## config.mk

```make
export PLATFORM = sky130hd
export DESIGN_NAME = bcd_sevenseg_scanner
export DESIGN_NICKNAME = d
export VERILOG_FILES = /design/src/rtl/bcd_sevenseg_scanner.sv
export SDC_FILE = /design/constraint.sdc
export NUM_CORES = 1
export LEC_CHECK = 0
export ABC_AREA = 1
export ABC_CLOCK_PERIOD_IN_PS = 4100
export CAP_MARGIN = 5
export CORE_UTILIZATION = 40
export DETAILED_ROUTE_END_ITERATION = 12
export GPL_ROUTABILITY_DRIVEN = 0
export PLACE_DENSITY = 0.6
export RECOVER_POWER = 100
export SLEW_MARGIN = 20
export SYNTH_ARGS = -nofsm -noshare
export SYNTH_HDL_FRONTEND = slang
export SYNTH_SLANG_ARGS = --single-unit
```

## constraint.sdc

```tcl
create_clock -name clk -period 4.1 [get_ports clk]
set_input_delay 0.82 -clock clk [delete_from_list [all_inputs] [get_ports clk]]
set_output_delay 0.82 -clock clk [all_outputs]
set_load 0.02 [all_outputs]
```

## src/rtl/bcd_sevenseg_scanner.sv

```systemverilog
// Time-multiplexed common-anode 7-segment scanner for NDIG packed BCD digits.
// Optional build macro LEADING_ZERO_BLANK_EN blanks digits above the most significant nonzero one.
module bcd_sevenseg_scanner #(
   parameter int NDIG        = 4,
   parameter int REFRESH_DIV = 50000
) (
   input  logic                 clk,
   input  logic                 rst,
   input  logic                 load,
   input  logic [4*NDIG-1:0]    bcd_in,
   input  logic [NDIG-1:0]      dp_in,
   output logic [6:0]           seg,
   output logic                 dp,
   output logic [NDIG-1:0]      an,
   output logic                 frame_done
);

   localparam int CW = (REFRESH_DIV > 1) ? $clog2(REFRESH_DIV) : 1;
   localparam int IW = $clog2(NDIG);
   localparam logic [CW-1:0] CNT_LAST = CW'(REFRESH_DIV - 1);
   localparam logic [CW-1:0] CNT_PRE  = CW'(REFRESH_DIV - 2);
   localparam logic [IW-1:0] IDX_LAST = IW'(NDIG - 1);

   logic [CW-1:0]       cnt;
   logic [IW-1:0]       idx;
   logic [4*NDIG-1:0]   pend_bcd;
   logic [NDIG-1:0]     pend_dp;
   logic                pend_vld;
   logic [4*NDIG-1:0]   disp_bcd;
   logic [NDIG-1:0]     disp_dp;

   logic                tc;
   logic                wrap;
   logic                pre_wrap;
   logic [3:0]          cur_bcd;
   logic                cur_dp;
   logic                cur_blank;
   logic [6:0]          seg_next;
   logic [NDIG-1:0]     an_next;

   function automatic logic [6:0] decode(input logic [3:0] d);
      logic [6:0] s;
      case (d)
         4'd0:    s = 7'h40;
         4'd1:    s = 7'h79;
         4'd2:    s = 7'h24;
         4'd3:    s = 7'h30;
         4'd4:    s = 7'h19;
         4'd5:    s = 7'h12;
         4'd6:    s = 7'h02;
         4'd7:    s = 7'h78;
         4'd8:    s = 7'h00;
         4'd9:    s = 7'h10;
         default: s = 7'h3F;
      endcase
      return s;
   endfunction

   assign tc       = (cnt == CNT_LAST);
   assign wrap     = tc && (idx == IDX_LAST);
   // frame_done is registered, so decode the cycle before the wrap to land it on the wrap cycle
   assign pre_wrap = (cnt == CNT_PRE) && (idx == IDX_LAST);

`ifdef LEADING_ZERO_BLANK_EN
   logic [NDIG-1:0] blank_vec;
   logic            lead;

   always_comb begin
      lead      = 1'b1;
      blank_vec = '0;
      for (int k = NDIG - 1; k >= 1; k--) begin
         lead         = lead && (disp_bcd[4*k +: 4] == 4'd0);
         blank_vec[k] = lead;
      end
   end
`endif

   always_comb begin
      cur_bcd   = 4'd0;
      cur_dp    = 1'b0;
      cur_blank = 1'b0;
      for (int k = 0; k < NDIG; k++) begin
         if (idx == IW'(k)) begin
            cur_bcd = disp_bcd[4*k +: 4];
            cur_dp  = disp_dp[k];
`ifdef LEADING_ZERO_BLANK_EN
            cur_blank = blank_vec[k];
`endif
         end
      end
   end

   assign seg_next = cur_blank ? 7'h7F : decode(cur_bcd);
   assign an_next  = ~({{(NDIG-1){1'b0}}, 1'b1} << idx);

   always_ff @(posedge clk) begin
      if (!rst) begin
         cnt        <= '0;
         idx        <= '0;
         pend_bcd   <= '0;
         pend_dp    <= '0;
         pend_vld   <= 1'b0;
         disp_bcd   <= '0;
         disp_dp    <= '0;
         seg        <= 7'h7F;
         dp         <= 1'b1;
         an         <= '1;
         frame_done <= 1'b0;
      end else begin
         seg        <= seg_next;
         dp         <= ~cur_dp;
         an         <= an_next;
         frame_done <= pre_wrap;

         cnt <= tc ? '0 : cnt + CW'(1);
         if (tc)
            idx <= (idx == IDX_LAST) ? '0 : idx + IW'(1);

         // commits happen only at the wrap so a frame never mixes old and new digits
         if (wrap) begin
            pend_vld <= 1'b0;
            if (load) begin
               disp_bcd <= bcd_in;
               disp_dp  <= dp_in;
            end else if (pend_vld) begin
               disp_bcd <= pend_bcd;
               disp_dp  <= pend_dp;
            end
         end else if (load) begin
            pend_bcd <= bcd_in;
            pend_dp  <= dp_in;
            pend_vld <= 1'b1;
         end
      end
   end

endmodule
```

---- Word-level counts from Yosys, hierarchy flattened ----
Memory sizes are Yosys's and may differ from the RTL's. A register that Yosys moved wholly into a read port is not among the register bits.
Index checks and enable logic that the tools add are counted.
word-level totals
  register bits after elaboration ......... 65
  bits in read-only memories .............. 112
  output and inout bits ................... 13
  logic and storage cells ................. 45
  memories kept ........................... 1
memory list
  name              depth  bits a word  read ports  clocked after Yosys merged registers in  wr ports  RTL line  source
  (name not given)  16     7            1           1                                        0         43        case (d)
operators by class
  add/sub/neg operators ................... 2
  eq/ne operators ......................... 5
  shifts and indexed selects .............. 1
  muxes and demuxes ....................... 13
  bitwise operators ....................... 4
  reductions and logical operators ........ 9
operators with widths
  cell                                                 number
  equality test 16 bit, second input constant          2
  two-way mux 16 bit                                   2
  two-way mux 4 bit                                    6
  adder 16 x 1 -> 16 bit, second input constant        1
  equality test 2 bit, second input constant           2
  two-way mux 1 bit                                    4
  inverter 4 bit                                       1
  AND reduction 2 bit                                  2
  OR reduction 2 bit                                   2
  << shifter 1 x 2 -> 4 bit, first input constant      1
  inverter 1 bit                                       3
  adder 2 x 1 -> 2 bit, second input constant          1
  equality test 2 x 1 -> 1 bit, second input constant  1
  logical AND 1 bit                                    2
  zero test 2 bit                                      1
  two-way mux 2 bit                                    1
  nonzero test 2 bit                                   1
  zero test 1 bit                                      1

---- Longest topological paths before layout ----
Gate-level depths: netlist of the first run.
  word-level depth ........................ 6
  mapped depth ............................ 14
  depth with buffers taken out ............ 14

---- Worst setup path after synthesis of the first run ----
Ideal clock, no wire load.
  path type ............................... in2reg
  from .................................... input load
  to ...................................... register pend_bcd[11]
  arrival ................................. 1.708 ns
  data required time ...................... 3.985 ns
  path slack .............................. 2.277 ns
  stages on the path ...................... 6
  buffers on the path ..................... 3
  path through ............................ buf_2 buf_2 clkbuf_1 nand3_1 nand2_1 nor2_1
between the ends
  cells in the longest elaborated chain, start to end .. 1
RTL lines
  element                        RTL line  source
  from (decl)                    9         input logic load,
  AND reduction 2 bit (no line)  -
  to (signal assigned)           130       pend_bcd <= bcd_in;
  to (decl)                      26        logic [4*NDIG-1:0] pend_bcd;
No other way between the ends.
A chain may end at the register's enable or synchronous reset.

---- Final worst setup path of the first run ----
  from .................................... register cnt[0]
  to ...................................... register disp_bcd[15]
between the ends
  cells in the longest elaborated chain, start to end .. 3
RTL lines
  element                        RTL line  source
  from (decl)                    24        logic [CW-1:0] cnt;
  from (signal assigned)         115       cnt <= tc ? '0 : cnt + CW'(1);
  equality test 16 bit           59        assign tc = (cnt == CNT_LAST);
  logical AND 1 bit              60        assign wrap = tc && (idx == IDX_LAST);
  AND reduction 2 bit (no line)  -
  to (signal assigned)           123       disp_bcd <= bcd_in;
  to (signal assigned)           126       disp_bcd <= pend_bcd;
  to (decl)                      29        logic [4*NDIG-1:0] disp_bcd;
No other way between the ends.

==> results of run 1 <==
-- worst min-delay path by stage --
stage	start	to	slack [ps]	depth (start not counted)
6_report	disp_bcd[5]	disp_bcd[5]	470	2
5_1_grt	disp_bcd[10]	disp_bcd[10]	490	2
4_1_cts	disp_bcd[10]	disp_bcd[10]	480	2
3_5_place_dp	disp_bcd[10]	disp_bcd[10]	460	2
3_3_place_gp	disp_bcd[10]	disp_bcd[10]	450	2
2_1_floorplan	disp_bcd[13]	disp_bcd[13]	430	2
-- cell usage after synthesis (all sizes together) --
cell and n:
ha 7, a21oi 42, or2 4, o31ai 1, nand2 108, o211ai 2, o21ai 8, inv 48
and2 1, nor3b 1, dfxtp 72, nand3 33, mux2i 20, nor2 82, clkbuf 7, buf 20
nor3 9, xnor2 3, nand4 25
-- area by class of cell --
class	instances	area [um^2]
Clock buffer	13	179
Clock inverter	2	12.5
Fill cell	860	4300
Inverter	48	180
Multi-Input combinational cell	346	1730
Sequential cell	72	1440
Tap cell	105	131
Timing Repair Buffer	38	368
-- metrics by stage --
step	worst slack (ps)	instances	area [um^2]
2_1_floorplan	2280	493	3510
3_3_place_gp	1530	609	3860
3_5_place_dp	1490	609	3860
4_1_cts	1480	624	4050
5_1_grt	1110	624	4050
6_report	1470	624	4050
-- kinds of logic (layout without fill, tap and decap cells) --
logic type / after synthesis / after routing / synth area share
and+or+nand+nor: 263 / 263 / 0.328
buffers and inverters: 75 / 101 / 0.0931
DFF: 72 / 72 / 0.411
AOI/OAI and AO/OA: 53 / 53 / 0.0788
muxes: 20 / 20 / 0.0571
adders and majority gates: 7 / 7 / 0.0250
xor gates and xnor gates: 3 / 3 / 0.00749
-- cell usage in the layout, fill, tap and decap left out, types with 3 or more instances in the layout --
cell and count:
nand2_1 106, nor2_1 79, dfxtp_1 72, inv_1 48
a21oi_1 42, nand3_1 33, nand4_1 25, mux2i_1 20
clkdlybuf4s50_1 20, dlygate4sd3_1 14, clkbuf_8 13, nor3_1 9
o21ai_0 8, ha_1 7, or2_2 3, xnor2_1 3
buf_4 3
-- power by group --
part	switching [uW]	internal (uW)	total (uW)
registers	9.78	720	729
logic	62.8	53.8	117
clock network	259	282	540
-- worst register-to-register path: stages, from the launching register on --
cell	delay (ps)
dfxtp_1	390
ha_1	210
inv_1	60
nor2_1	190
nand3_1	150
nor2_4	490
nand2_4	410
nor2_4	490
nor2_1	90
nor2_1	90
-- sequential cells by signal, summed over array words and instances, names as in the netlist --
| name | cells |
|---|---|
| cnt | 16 |
| disp_bcd | 16 |
| pend_bcd | 16 |
| seg | 7 |
| an | 4 |
| disp_dp | 4 |
| pend_dp | 4 |
| idx | 2 |
| dp | 1 |
| frame_done | 1 |
| pend_vld | 1 |
-- layer usage --
| layer | vias up | GRT usage |
|---|---|---|
| li1 | 1635 | - |
| met1 | 1304 | 0.249 |
| met2 | 52 | 0.242 |
| met3 | 9 | 0.0335 |
| met4 | 0 | 0.0746 |
| met5 | - | 0 |
==> run summary, run 1 <==
Layout Utilization - 0.485
Hold Fails Final Rpt - 0
Register area share after synthesis - 0.411
Via-per-instance ratio - 4.81
Area Growth Syn to Fin - 15.3%
FF-to-FF Start - cnt[0]
Cell mode on critical path - nor2_1
CP Launch Type - flip-flop
Bufs and invs on worst path - 1
Post-cts sizing count - 0
Logic depth of the worst path, buffers included - 9
Period utilisation layout - 0.640
Mapped cell area - 3510 um^2
WP data arrival - 2910 ps
DR iter-0 viols - 157
Count of pins over their slew limit - 0
Clock latency on the worst-skew pair - 350 ps
CP cell instances - ha_1 -> inv_1 -> nor2_1 -> nand3_1 -> nor2_4 -> nand2_4 -> nor2_4 -> nor2_1 -> nor2_1
Worst slew pin tran - 610 ps
WL met2 - 2750 um
Setup crit end - disp_bcd[15]
Root buf cell - clkbuf_8
DIE HEIGHT - 95.6 um
Vias in the first global route - 2636
RSZ-0062 raised after global routing - false
Leakage power - 0.00176 uW
# diodes - 0
Crit-path leading delay family - simple AND/OR/NAND/NOR gates
CTS tree - yes
Cells on worst reg2reg path - 9
Metal1 wirelength - 3960 um
Largest net degree at the start of global routing - 51
Worst r2r dst - disp_bcd[15]
TNS Setup - 0 ps
Mean Syn Cell Area - 7.11 um^2
Syn Nets - 523
Largest cells by area after synthesis - dfxtp_1 (41%), nand2_1 (11%), nor2_1 (8.3%), a21oi_1 (5.9%), mux2i_1 (5.7%)
TritonCTS buffer count - 9
Final Skew - 12.4 ps
Largest stage delay, worst path - 490 ps
Worst Path Max Fanout - 42
Final wirelength - 7060 um
Crit path required time - 4390 ps
Initial antenna violation count - 0
Worst Hold Class - reg -> reg
Chip width - 95.6 um
Status - complete, no violations
Max-cap viol count - 0
H-tree depth - 3
GR Util All Layers - 0.171
Detail Placement HPWL - 4870 um
#FFs+latches synth - 72
Tmin final - 2630 ps
Count of different cell masters after synthesis - 28
Grt total ovfl - 0
R2r setup slk - 1470 ps
Slew HR - 0.589
Core Area - 8340 um^2
Setup CP Type - reg -> reg
Hold_buf cts - 0
Met3 Wirelength - 242 um
DR pass1 iterations - 5
Num rows - 33
Total chip power - 1390 uW
Synth top area share - 0.411
CTS Buffer Depth - 2
Top routing layer used - met4
Fmax - 0.381 GHz
Mapped Cells - 493
Post-CTS setup buffers - 0
PwrDens - 343 nW/um^2
Initial core utilization - 0.420
CTS sink count - 72
Layout cell share with drive strength beyond 1 - 0.0520
Global-route wire length before repair - 12100 um
Avg WL per Cell - 11.3 um
CP startpoint - cnt[0]
Nets - 545
Leading area contributor after synthesis - dfxtp_1
I/O pin count - 36
Critical Path End Type - flip-flop
Via Count - 3000
Worst Hold Slack - 473 ps
Ys Warns - 0
Port buffer count - 35
Post-DRT Antenna Nets - 0
Post-route DRC violation count - 0
Clock Pin Slew Worst Setup and Hold Paths - 70 ps
Die area - 9150 um^2
Slowest CP cell - nor2_4
Worst-case vdd ir drop - 0.159 mV
Final setup vio count - 0
(Power assumes the default switching activity.)
==> run 2, diff against run 1 <==
- ABC_CLOCK_PERIOD_IN_PS: 4100 -> 2200
- PLACE_DENSITY: 0.6 -> 0.62
- clock period: 4.1 -> 2.2 ns (I/O delays scaled with it)
==> run 2 against run 1 <==
  * Non-clock buffer count is 4 higher
  * Highest routed layer unchanged
  * Utilization is 0.81 points higher
  * Clock power is 96% higher
  * Final area is 1.7% higher
  * Largest power group unchanged
==> run summary, run 2 (synthesized netlist as in run 1, its figures left out) <==
Clock latency on the worst-skew pair - 340 ps
Num rows - 33
# diodes - 0
CTS tree - yes
Initial core utilization - 0.420
Global-route wire length before repair - 12500 um
Commonest non-fill, non-tap cell in the layout - nand2_1
Worst-case vdd ir drop - 0.355 mV
I/O pin count - 36
Post-cts sizing count - 0
Hold_buf cts - 0
Setup crit end - pend_bcd[9]
TNS Setup - 0 ps
Via Count - 3056
WP data arrival - 2220 ps
Die area - 9150 um^2
Chip width - 95.6 um
Leakage power - 0.00179 uW
Fmax - 0.503 GHz
Crit path required time - 2430 ps
DR iter-0 viols - 131
Post-DRT Antenna Nets - 0
Final Skew - 7.90 ps
Detail Placement HPWL - 5080 um
Final setup vio count - 0
Commonest non-fill, non-tap cells in the layout - nand2_1 (106), nor2_1 (78), dfxtp_1 (72)
CP startpoint - cnt[0]
Area Growth Syn to Fin - 17.3%
CTS sink count - 72
Setup CP Type - reg -> reg
Worst r2r dst - pend_bcd[9]
Vias in the first global route - 2790
Slew HR - 0.570
DR pass1 iterations - 4
Largest net degree at the start of global routing - 50
Max-cap viol count - 0
CP Launch Type - flip-flop
Clock Pin Slew Worst Setup and Hold Paths - 70 ps
TritonCTS buffer count - 9
Avg WL per Cell - 11.4 um
Top Registers - cnt: 16 flops, disp_bcd: 16 flops, pend_bcd: 16 flops
Final wirelength - 7170 um
GR Util All Layers - 0.175
Via-per-instance ratio - 4.86
H-tree depth - 3
Critical Path End Type - flip-flop
Initial antenna violation count - 0
Grt total ovfl - 0
R2r setup slk - 210 ps
Root buf cell - clkbuf_8
Period utilisation layout - 0.903
DIE HEIGHT - 95.6 um
Worst Path Max Fanout - 28
Cells on worst reg2reg path - 9
Hold Fails Final Rpt - 0
Post-route DRC violation count - 0
RSZ-0062 raised after global routing - false
Status - complete, no violations
Port buffer count - 35
Post-CTS setup buffers - 0
Core Area - 8340 um^2
Worst slew pin tran - 638 ps
CTS Buffer Depth - 2
Layout cell share with drive strength beyond 1 - 0.0611
Total chip power - 2640 uW
Worst Hold Class - in -> reg
FF-to-FF Start - cnt[0]
PwrDens - 642 nW/um^2
Nets - 549
Tmin final - 1990 ps
Count of pins over their slew limit - 0
[run 2: power breakdown]
group	switching [uW]	total (uW)	internal [uW]
sequential	18.1	1360	1340
combinational	118	225	106
clock	474	1060	583
total	610	2640	2030
[run 2: cell type report]
class	count	area, um^2
clock buffer	13	159
multi-input combinational	346	1740
fill	837	4230
clock inverter	3	40.0
sequential	72	1440
timing repair buffer	42	423
tap	105	131
inverter	48	180
[run 2: routing by layer]
metal  wire [um]  share of wire  vias to the layer above  GRT usage
li1            -              -                     1649          -
met4         110          0.015                        0     0.0784
met2        2860           0.40                       59      0.245
met3         240          0.033                        9     0.0287
met1        3960           0.55                     1339      0.260
met5           0              0                        -          0
[run 2: how the worst min path moves through the flow]
stage,startpoint,to,slack (ps),cells after the start
2_1_floorplan,disp_bcd[13],disp_bcd[13],430,2
3_3_place_gp,disp_bcd[5],disp_bcd[5],450,2
3_5_place_dp,disp_bcd[2],disp_bcd[2],460,2
4_1_cts,load,pend_vld,460,3
5_1_grt,load,pend_vld,500,3
6_report,load,pend_vld,460,3
[run 2: worst max-delay path: stages, from the launching register on]
cell      delay [ps]
dfxtp_1          390
ha_1             200
inv_1             70
nor2_2           150
nand3_1          130
nor2_4           220
nand2_4          170
clkbuf_4         310
a21oi_1          180
nor2_1            60
[run 2: metrics by stage]
stage                     worst slack [ps]  hold WS, ps  instance area [um^2]  utilization  cells
final                                  213          461                  4110        0.493    629
after floorplan                        382          432                  3510            -    493
after detailed placement               176          463                  3920        0.469    613
after global placement                 267          455                  3920        0.469    613
after global routing                  7.13          503                  4110        0.493    629
after CTS                              164          458                  4110        0.493    629
